[src/rtl/alu_exec_unit.sv]
// Multi-cycle ALU execution unit: single-cycle logic/arithmetic, bit-serial shifts and a
// serial lowest-difference scan, with a registered result, flags and a one-cycle done pulse.
module alu_exec_unit #(
  parameter int WIDTH = 32,
  parameter int CNT_W = 6
) (
  input  logic             clk,
  input  logic             rst,
  input  logic             start,
  input  logic [3:0]       ALU_control_input,
  input  logic [WIDTH-1:0] a,
  input  logic [WIDTH-1:0] b,
  input  logic [4:0]       shamt,
  output logic [WIDTH-1:0] result,
  output logic             carry,
  output logic             zero,
  output logic             sign,
  output logic             busy,
  output logic             done
);

  localparam logic [3:0] OP_ADD   = 4'b0000;
  localparam logic [3:0] OP_ADDI  = 4'b1000;
  localparam logic [3:0] OP_COMP  = 4'b0001;
  localparam logic [3:0] OP_COMPI = 4'b1001;
  localparam logic [3:0] OP_AND   = 4'b0010;
  localparam logic [3:0] OP_XOR   = 4'b0011;
  localparam logic [3:0] OP_SLL   = 4'b1100;
  localparam logic [3:0] OP_SRL   = 4'b1101;
  localparam logic [3:0] OP_SRA   = 4'b1110;
  localparam logic [3:0] OP_SLLV  = 4'b0100;
  localparam logic [3:0] OP_SRLV  = 4'b0101;
  localparam logic [3:0] OP_SRAV  = 4'b0110;
  localparam logic [3:0] OP_DIFF  = 4'b0111;

  typedef enum logic [1:0] {IDLE, SHIFT, SCAN, DONE} state_e;

  state_e           state_q, state_d;
  logic [WIDTH-1:0] work_q, work_d;
  logic [CNT_W-1:0] cnt_q, cnt_d;
  logic [1:0]       kind_q, kind_d;
  logic             cpend_q, cpend_d;
  logic [WIDTH-1:0] result_q, result_d;
  logic             carry_q, carry_d;
  logic             zero_q, zero_d;
  logic             sign_q, sign_d;
  logic             busy_q, busy_d;
  logic             done_q, done_d;

  logic             is_shift;
  logic             is_diff;
  logic [4:0]       shift_n;
  logic [WIDTH:0]   sum;
  logic [WIDTH-1:0] alu_res;
  logic             alu_carry;

  // Decode of the incoming request; only consumed on the accepting edge.
  always_comb begin
    // NOTE: every combinationally assigned signal gets a default first so no path infers a latch.
    sum       = {1'b0, a} + {1'b0, b};
    shift_n   = ALU_control_input[3] ? shamt : b[4:0];
    is_diff   = (ALU_control_input == OP_DIFF);
    is_shift  = 1'b0;
    alu_res   = '0;
    alu_carry = 1'b0;
    case (ALU_control_input)
      OP_ADD, OP_ADDI: begin
        alu_res   = sum[WIDTH-1:0];
        alu_carry = sum[WIDTH];
      end
      OP_COMP, OP_COMPI: alu_res = ~b + WIDTH'(1);
      OP_AND:            alu_res = a & b;
      OP_XOR:            alu_res = a ^ b;
      OP_SLL, OP_SRL, OP_SRA, OP_SLLV, OP_SRLV, OP_SRAV: is_shift = 1'b1;
      default: ;
    endcase
  end

  always_ff @(posedge clk) begin
    // NOTE: sequential state uses non-blocking assignments so every register samples pre-edge values.
    if (rst) state_q <= IDLE;
    else     state_q <= state_d;
  end

  // DONE is the commit cycle; the done pulse appears on the edge leaving it.
  always_comb begin
    state_d = state_q;
    case (state_q)
      IDLE: begin
        if (start) begin
          if (is_diff)                          state_d = SCAN;
          else if (is_shift && shift_n != 5'd0) state_d = SHIFT;
          else                                  state_d = DONE;
        end
      end
      SHIFT:   if (cnt_q == CNT_W'(1)) state_d = DONE;
      SCAN:    if (work_q[0] || cnt_q == CNT_W'(WIDTH - 1)) state_d = DONE;
      DONE:    state_d = IDLE;
      default: state_d = IDLE;
    endcase
  end

  always_comb begin
    work_d   = work_q;
    cnt_d    = cnt_q;
    kind_d   = kind_q;
    cpend_d  = cpend_q;
    result_d = result_q;
    carry_d  = carry_q;
    zero_d   = zero_q;
    sign_d   = sign_q;
    busy_d   = (state_q == SHIFT) || (state_q == SCAN);
    done_d   = 1'b0;
    case (state_q)
      IDLE: begin
        if (start) begin
          kind_d  = ALU_control_input[1:0];
          cpend_d = alu_carry;
          cnt_d   = '0;
          if (is_diff) begin
            work_d = a ^ b;
          end else if (is_shift) begin
            work_d = a;
            cnt_d  = CNT_W'(shift_n);
          end else begin
            work_d = alu_res;
          end
        end
      end
      SHIFT: begin
        cnt_d = cnt_q - CNT_W'(1);
        case (kind_q)
          2'b00:   work_d = {work_q[WIDTH-2:0], 1'b0};
          2'b10:   work_d = {work_q[WIDTH-1], work_q[WIDTH-1:1]};
          default: work_d = {1'b0, work_q[WIDTH-1:1]};
        endcase
      end
      SCAN: begin
        // The difference word is consumed LSB-first, so work_q[0] is bit cnt_q of a^b.
        if (work_q[0]) begin
          work_d = WIDTH'(cnt_q);
        end else if (cnt_q == CNT_W'(WIDTH - 1)) begin
          work_d = WIDTH'(WIDTH);
        end else begin
          cnt_d  = cnt_q + CNT_W'(1);
          work_d = work_q >> 1;
        end
      end
      DONE: begin
        result_d = work_q;
        carry_d  = cpend_q;
        zero_d   = (work_q == '0);
        sign_d   = work_q[WIDTH-1];
        done_d   = 1'b1;
      end
      default: ;
    endcase
  end

  always_ff @(posedge clk) begin
    if (rst) begin
      work_q   <= '0;
      cnt_q    <= '0;
      kind_q   <= '0;
      cpend_q  <= 1'b0;
      result_q <= '0;
      carry_q  <= 1'b0;
      zero_q   <= 1'b0;
      sign_q   <= 1'b0;
      busy_q   <= 1'b0;
      done_q   <= 1'b0;
    end else begin
      work_q   <= work_d;
      cnt_q    <= cnt_d;
      kind_q   <= kind_d;
      cpend_q  <= cpend_d;
      result_q <= result_d;
      carry_q  <= carry_d;
      zero_q   <= zero_d;
      sign_q   <= sign_d;
      busy_q   <= busy_d;
      done_q   <= done_d;
    end
  end

  assign result = result_q;
  assign carry  = carry_q;
  assign zero   = zero_q;
  assign sign   = sign_q;
  assign busy   = busy_q;
  assign done   = done_q;

endmodule

[config.mk]
export PLATFORM = sky130hd
export DESIGN_NAME = alu_exec_unit
export DESIGN_NICKNAME = d
export VERILOG_FILES = /design/src/rtl/alu_exec_unit.sv
export SDC_FILE = /design/constraint.sdc
export NUM_CORES = 1
export LEC_CHECK = 0
export BUFFER_PORTS_ARGS = -buffer_cell sky130_fd_sc_hd__buf_2
export CORE_AREA = 4 4 126 128
export CTS_CLUSTER_DIAMETER = 80
export CTS_CLUSTER_SIZE = 10
export DETAILED_ROUTE_END_ITERATION = 10
export DIE_AREA = 0 0 130 132
export HOLD_SLACK_MARGIN = 0.15
export PLACE_DENSITY = 0.79
export SLEW_MARGIN = 20
export SYNTH_ARGS = -nofsm -noshare
export SYNTH_HDL_FRONTEND = slang
export SYNTH_SLANG_ARGS = --single-unit
export TNS_END_PERCENT = 1
[constraint.sdc]
create_clock -name clk -period 5.2 [get_ports clk]
set_input_delay 0.26 -clock clk [delete_from_list [all_inputs] [get_ports clk]]
set_output_delay 0.26 -clock clk [all_outputs]
set_load 0.05 [all_outputs]
### Word-level counts from Yosys, hierarchy flattened

Index checks and enable logic that the tools add are counted.

* register bits: 80
* bits in latches: 0
* memory bits (writable): 0
* ROM bits: 0
* bits of input ports: 76
* output and inout port bits: 37
* word-level logic and storage cells: 84
* memories kept: 0

* $add $sub $neg: 4
* $mul: 0
* divide/modulo/power cells: 0
* $lt $le $gt $ge: 0
* equal/unequal tests: 24
* shifts and indexed selects: 0
* muxes and demuxes: 24
* bitwise logic cells: 3
* reductions and logical operators: 17

Operator list (number)
* $pmux W32 S4: 1
* $mux W32: 3
* $pmux W32 S3: 1
* $pmux W32 S2: 1
* $mux W31: 2
* $add A32 B32 Y33: 1
* $add A32 B1 Y32 const B: 1
* $and A32 B32 Y32: 1
* $logic_not A32 Y1: 1
* $not A32 Y32: 1
* $xor A32 B32 Y32: 1
* $eq A4 B4 Y1 const B: 5
* $mux W6: 3
* $pmux W6 S3: 1
* $eq A4 B3 Y1 const B: 4
* $mux W5: 3
* $ne A2 B2 Y1 const B: 6
* $mux W2: 5
* $eq A4 B2 Y1 const B: 2
* $pmux W2 S4: 1
* $add A6 B1 Y6 const B: 1
* $eq A2 B2 Y1 const B: 3
* $eq A6 B1 Y1 const B: 1
* $eq A6 B5 Y1 const B: 1
* other kinds (15): 22

### Longest topological paths before layout

Gate-level depths: netlist (run 1).

* word-level depth: 8
* gate-level depth with buffers: 11
* gate-level depth less buffers: 11

### Worst setup path after synthesis (run 1)

No wires, ideal clock.

* path type: input -> register
* start point: input port a[0]
* end point: register work_q[16]
* setup time: 0.122 ns
* data arrival time: 2.779 ns
* required time: 5.078 ns
* slack: 2.299 ns
* cell stages on the path: 11
* path buffers: 0
* cell sequence: ha_1 -> fa_1 -> a21o_1 -> a311oi_1 -> o21ai_0 -> a21o_1 -> a311oi_1 -> o21bai_1 -> a211o_1 -> mux2i_1 -> a221o_1

* word-level cells in the longest chain between the ends: 6

Ends and longest elaborated chain
* start, declared: RTL line 11 `input logic [WIDTH-1:0] a,`
* $add A32 B32 Y33: RTL line 60 `sum = {1'b0, a} + {1'b0, b};`
* $pmux W32 S4: RTL line 66 `case (ALU_control_input)`
* $mux W32: RTL line 122 `end else if (is_shift) begin`
* $mux W32: RTL line 120 `if (is_diff) begin`
* $mux W32: RTL line 116 `if (start) begin`
* $pmux W32 S3: RTL line 114 `case (state_q)`
* end signal, assigned: RTL line 173 `work_q <= work_d;`
* end, declared: RTL line 39 `logic [WIDTH-1:0] work_q, work_d;`

Every way passes these cells. The select of a mux whose other input is x is not followed.
A chain may end at the register's enable or synchronous reset.

### Worst setup path after layout (run 1)

* start point: input port b[0]
* end point: register work_q[16]

* word-level cells in the longest chain between the ends: 7
* elaborated cells on any way between the ends: 8
* classes of those cells: 2 x add/sub; 5 x mux; 1 x bitwise

Ends and longest elaborated chain
* start, declared: RTL line 12 `input logic [WIDTH-1:0] b,`
* $not A32 Y32: RTL line 71 `OP_COMP, OP_COMPI: alu_res = ~b + WIDTH'(1);`
* $add A32 B1 Y32: RTL line 71
* $pmux W32 S4 (*): RTL line 66
* $mux W32 (*): RTL line 122
* $mux W32 (*): RTL line 120
* $mux W32 (*): RTL line 116
* $pmux W32 S3 (*): RTL line 114

Mark *: on every way between the ends. The rest lies on a longest branch, timed or not. The select of a mux whose other input is x is not followed.

==> metrics, run 1 <==
H-tree depth=3; Synth Warn #=0; number of global-route vias before repair=roughly 7,400; CORE AREA=0.0149 mm^2; Synth top cells by count=nor2_1 (114), a21oi_1 (92), nand2_1 (89); Worst-path clk slew=60 ps; GRT Util Overall=28.6%; Unique masters post-synth=67; Final Power=3.22 mW; hpwl dp=18.8 mm; CP top delay family=compound AO/OA/AOI/OAI gates; Final Skew=7.42 ps; routed wire length=25.2 mm; Final period util=61.8%; Vias per Instance=approximately 6.6; cell taking the most area after synthesis=dfxtp_1; design area=0.00812 mm^2; nets@finish=1,164; worst skew pair latency=between 300 and 400 ps; Reg power frac=between 20% and 30%; proportion of layout cells with a drive suffix above 1=15.3%; number of DRC markers in iteration 0=936; RSZ-0062 raised after global routing=false; Required @ worst endpoint=5430 ps; initial antenna violation count=0; Cell Area, Synth=0.00722 mm^2; startpoint types=input port; Sink Count=79; syn avg cell area=7.28 um^2; syn nets=1,110; Critical Path Slowest Stage Cell=a311oi_1; Max Clk Rate=~310 MHz; post-CTS sizing=0; clock root cell=clkbuf_16; clock power share=20.2%; relative slew slack=10.8%; Final Critical Period=3210 ps; Fin Setup TNS=0 ps; Critical Path Max Stage Delay=470 ps; Peak supply drop=0.189 mV; Congestion Overflow GR=0; Die ar.=approximately 0.017 mm^2; Pleak=3.35 nW; Routed wire per std cell=20.3 um; total CTS buffers=9; Setup Crit Path Kind=input port to flop; Placement Cell Area=0.00781 mm^2; Die W=130 um; DR DRC count=0; worst-case clock buffer depth=2; synth top area cells=dfxtp_1 (22%), ha_1 (7.1%), a21oi_1 (6.4%); Post-synth top flop=dfxtp_1; max-slew violation count=0; Post-synth EDFFs=0; ys async rst share=0%; synthesis-to-layout area growth=12.6%; port buffer count=112; CP Buf/Inv Count=1; # setup viols final=0; HP Class=input port to flop; CTS tree=built; starting density of the core=48.6%; cells along the critical path=buf_2, ha_1, fa_1, a21o_1, a311oi_1, o21ai_0, a21o_1, a311oi_1, o21bai_1, a211o_1, mux2i_1, a221o_1; Final Hold Viols=0; CP Capture Type=flop; via count=around 8,200; count leader, synth=nor2_1; Routed Antenna Nets=0; Placer Congestion=1.02; NetSw=1.47 mW; Seq/Total Area, Yosys=21.9%; crit path max fanout=6; FP Rows=45; flops & latches, synth=79; Layout Cells excl Fill=1,239; Die Span Y=between 100 and 150 um; Sw Share=45.6%; Worst Tran Pin Value=1300 ps; status=finished, final reports clean; pin count of the biggest net entering global routing=46; placed instance count=1,223; Logic pwr share=50.3%; first-pass GRT wire length=39.7 mm; maxcap violations=0; Power Internal=around 1.7 mW; Pre-Repair DR Iteration Count=6; Ant. Diodes=0; # IOs=between 100 and 150; P per Cell Area=396 mW/mm^2; Post-Syn Instances=~1,000; area share of the largest cell type after synthesis=21.9%; Post-CTS Setup Bufs=0; Post-CTS Hold Buffers=0; WP data arrival=3440 ps
cell families after synthesis:
logic type               synth area share [%]
AO/OA/AOI/OAI                            32.8
AND/OR/NAND/NOR                          21.8
buffers and inverters                    5.41
flip-flops                               21.9
multiplexers                             5.98
adder cells (fa/ha/maj)                  7.39
XOR/XNOR                                 4.73
cells in the final DEF (no fill, tap or decap), drive strengths merged, types with 5 or more instances in the layout:
cell    Yosys  final
a221oi     36     36
buf        10    122
or2         6      6
nand2      90     90
a211oi     13     13
o21bai      5      5
ha         41     41
nand4      12     12
dfxtp      79     79
nor2b       7      7
a22oi      12     12
o211ai     13     13
nand3b      5      5
clkbuf     69     13
a311oi      5      5
o21a        5      5
nor2      114    114
o21ai      78     78
nor3       32     32
mux2i      42     42
o22ai       5      5
or3        11     11
a21oi      92     92
nand2b      8      8
a221o      14     14
a21o       24     24
xor2       22     22
inv        23     23
nand3      21     21
xnor2      17     17
a22o        6      6
nor4       14     14
worst paths after layout:
check / startpoint / endpoint / depth (start not counted) / slack, ps
worst min-delay path: start / kind_q[1] / 3 / 230
worst max-delay path: b[0] / work_q[16] / 12 / 1990
worst min register to register: result[15] / result[15] / 2 / 490
worst max register to register: state_q[0] / work_q[30] / 10 / 2100
metrics by stage:
step	worst slack [ps]	utilization, %	hold slack [ps]
2_1_floorplan	2300	-	423
3_3_place_gp	1770	52.6	457
3_5_place_dp	1730	52.6	476
4_1_cts	2070	54.6	223
5_1_grt	1910	54.6	258
6_report	1990	54.6	227
metal layers:
metal	part of all wire, %	global-route usage, %
met1	45	42.0
met4	2.2	8.26
met5	0	0
met2	43	42.2
met3	10	5.59
sequential cells by signal (all words and copies together), names as in the netlist:
signal   flops
result      32
work_q      32
cnt_q        6
kind_q       2
state_q      2
busy         1
carry        1
cpend_q      1
done         1
zero         1
worst register-to-register path, stage by stage, from the launching register on:
cell and delay [ps]:
dfxtp_1 340, inv_1 120, ha_1 500, inv_1 170
or2_2 370, o21ai_2 70, buf_4 310, a22oi_1 170
a21oi_1 270, or4b_2 620, nand3_1 100
layout make-up:
type | instances | area (um^2)
fillers | 1471 | 6740
multi-input cells | 811 | 5270
well taps | 188 | 235
clock buffers | 13 | 270
inverters | 23 | 86.3
repair buffers | 122 | 636
flip-flops and latches | 79 | 1580
clock inverters | 3 | 40.0
power groups by stage:
| stage | logic [mW] | registers [mW] | clock network, mW |
|---|---|---|---|
| floorplan | 1.16 | 0.906 | 0 |
| global placement | 1.55 | 0.948 | 0 |
| detailed placement | 1.56 | 0.951 | 0 |
| CTS | 1.58 | 0.939 | 0.655 |
| global route | 1.76 | 0.966 | 0.681 |
| finish | 1.62 | 0.947 | 0.651 |
Note: power is estimated with default switching activity, not from simulation.
==> run 2: changes to the inputs <==
--- a/config.mk
+++ b/config.mk
@@ -12,7 +12,7 @@
 export DETAILED_ROUTE_END_ITERATION = 10
 export DIE_AREA = 0 0 130 132
 export HOLD_SLACK_MARGIN = 0.15
-export PLACE_DENSITY = 0.79
+export PLACE_DENSITY = 0.82
 export SLEW_MARGIN = 20
 export SYNTH_ARGS = -nofsm -noshare
 export SYNTH_HDL_FRONTEND = slang
==> constraint.sdc (replaced) <==
create_clock -name clk -period 2.9 [get_ports clk]
set_input_delay 0.145 -clock clk [delete_from_list [all_inputs] [get_ports clk]]
set_output_delay 0.145 -clock clk [all_outputs]
set_load 0.05 [all_outputs]
==> run 2 against run 1 <==
Effect of this change: combinational power increased by 98%; via count is 5.1% higher; routed wire length rose by 3.7%; clock-buffer cell count unchanged; clock skew decreased by 2.3 ps; non-clock buffer count grew 64; cell area increased by 6.4%; setup slack lost 1800 ps; utilization grew 3.5 points; flip-flop and latch count unchanged; sequential share of layout area shrank 1.2 points; die area stayed put; critical endpoint unchanged.
==> metrics, run 2 (same netlist as run 1, synthesis figures left out) <==
synthesis-to-layout area growth=19.7%; Die ar.=0.0172 mm^2 (unchanged); Ant. Diodes=0 (unchanged); starting density of the core=48.6% (unchanged); CORE AREA=0.0149 mm^2 (unchanged); Final period util=93.8%; number of global-route vias before repair=7,737 (+5.0%); Final Critical Period=2720 ps; Die W=130 um (unchanged); clock root cell=clkbuf_16; # setup viols final=0 (unchanged); WP data arrival=2940 ps (-500 ps); Layout Cells excl Fill=1,303 (+5.2%); Setup Crit Path Kind=input port to flop; max-slew violation count=0 (unchanged); design area=0.00864 mm^2 (+6.4%); status=finished, final reports clean; Required @ worst endpoint=3120 ps (-2310 ps); routed wire length=26.1 mm (+3.7%); startpoint types=input port; HP Class=input port to flop; # IOs=113 (unchanged); RR Startpoint=cnt_q[1]; Final Power=6.06 mW (+88%); Worst Tran Pin Value=619 ps (-686 ps); Peak supply drop=0.381 mV (+100%); R2R Path End=work_q[24]; P per Cell Area=701 mW/mm^2 (+77%); CTS tree=built; Pre-Repair DR Iteration Count=6 (unchanged); crit path max fanout=2 (-4); most frequent cells in the layout=nor2_1 (114), buf_2 (112), a21oi_1 (92); CP Capture Type=flop; first-pass GRT wire length=41.0 mm (+3.4%); Routed Antenna Nets=0 (unchanged); Vias per Instance=6.59 (about the same); via count=8,581 (+5.1%); Placer Congestion=1.06 (+4.0%); RSZ-0062 raised after global routing=false; proportion of layout cells with a drive suffix above 1=20.2% (+4.9 points); DR DRC count=0 (unchanged); WHS Endpoint=kind_q[1]; hold slack=219 ps (-7.18 ps); Die Span Y=132 um (unchanged); initial antenna violation count=0 (unchanged); Fin Setup TNS=0 ps (unchanged); worst reg-to-reg path cell count=10 (unchanged); Max Clk Rate=368 MHz; Final Hold Viols=0 (unchanged); Routed wire per std cell=20.1 um (-1.4%); H-tree depth=3 (unchanged); FP Rows=45 (unchanged); placed instance count=1,286 (+5.2%); relative slew slack=58.6% (+48 points); Pleak=3.67 nW (+9.5%); Placement Cell Area=0.00829 mm^2 (+6.1%); hpwl dp=20.1 mm (+6.8%); nets@finish=1,228 (+5.5%); Congestion Overflow GR=0 (unchanged); Worst-path clk slew=60 ps (about the same); Final Skew=5.15 ps (-2.27 ps); number of DRC markers in iteration 0=1,064 (+14%); pin count of the biggest net entering global routing=51 (+11%); worst skew pair latency=330 ps (-20 ps); maxcap violations=0 (unchanged); reg2reg setup slack=200 ps (-1900 ps); port buffer count=112 (unchanged); GRT Util Overall=29.4% (+0.81 points); total CTS buffers=9 (unchanged); Sink Count=79 (unchanged); worst hold start=ALU_control_input[1]; worst-case clock buffer depth=2 (unchanged); Hold Path Cell Cnt=3 (unchanged); commonest non-fill, non-tap cell in the layout=nor2_1
-- run 2: cell types whose count changed in the layout (fill, tap and decap cells not counted), sizes merged --
cell         before  now
bufinv            1    2
clkinv            2    1
dlygate4sd3       0    1
buf             122  185
-- run 2: critical path, stage by stage --
cell	delay [ps]
buf_2	100
ha_1	220
fa_1	400
a21o_1	210
a311oi_1	260
buf_4	170
o21ai_0	90
a21o_1	230
a311oi_2	250
o21bai_1	140
a211o_1	330
mux2i_1	140
a221o_1	260
-- run 2: per-layer routing --
metal | GRT usage (%) | vias to the layer above | wire length, um
li1 | - | 3960 | -
met1 | 42.6 | 3981 | 11300
met2 | 43.3 | 569 | 11100
met3 | 5.96 | 71 | 2980
met4 | 9.64 | 0 | 804
met5 | 0 | - | 0
-- run 2: power by group --
part | internal, mW | total (mW) | switching [mW] | leakage, nW
Clock | 0.800 | 1.22 | 0.422 | 0.160
Sequential | 1.32 | 1.64 | 0.319 | 0.644
Combinational | 1.25 | 3.20 | 1.95 | 2.86
-- run 2: per-stage QoR --
step	worst slack [ps]	utilization, %
floorplan	114	-
global placement	-204	55.8
detailed placement	-274	55.8
CTS	50.0	58.0
global route	30.5	58.1
finish	179	58.1
-- run 2: how the worst max path moves through the flow --
stage               start    endpoint  slack (ps)  cells past startpoint
floorplan            a[0]  work_q[16]         110                     11
global placement     a[0]  work_q[16]        -200                     13
detailed placement   a[0]  work_q[16]        -270                     13
CTS                  a[0]  work_q[16]          50                     13
global route         a[0]  work_q[16]          30                     13
finish               a[0]  work_q[16]         180                     13
-- run 2: repair_timing --
| action | 4_1_cts | 5_1_grt |
|---|---|---|
| gates resized for setup | 0 | 3 |
| endpoints found under the setup margin | 0 | 3 |
| buffers inserted | 0 | 0 |
| hold buffers | 1 | 0 |
| endpoints found under the hold margin | 2 | 0 |
-- run 2: layout make-up --
class                   count  area [um^2]
clock buffers              13          260
inverters                  23         86.3
multi-input cells         811         5280
well taps                 188          235
fillers                  1369         6220
repair buffers            186         1130
clock inverters             3         65.1
flip-flops and latches     79         1580
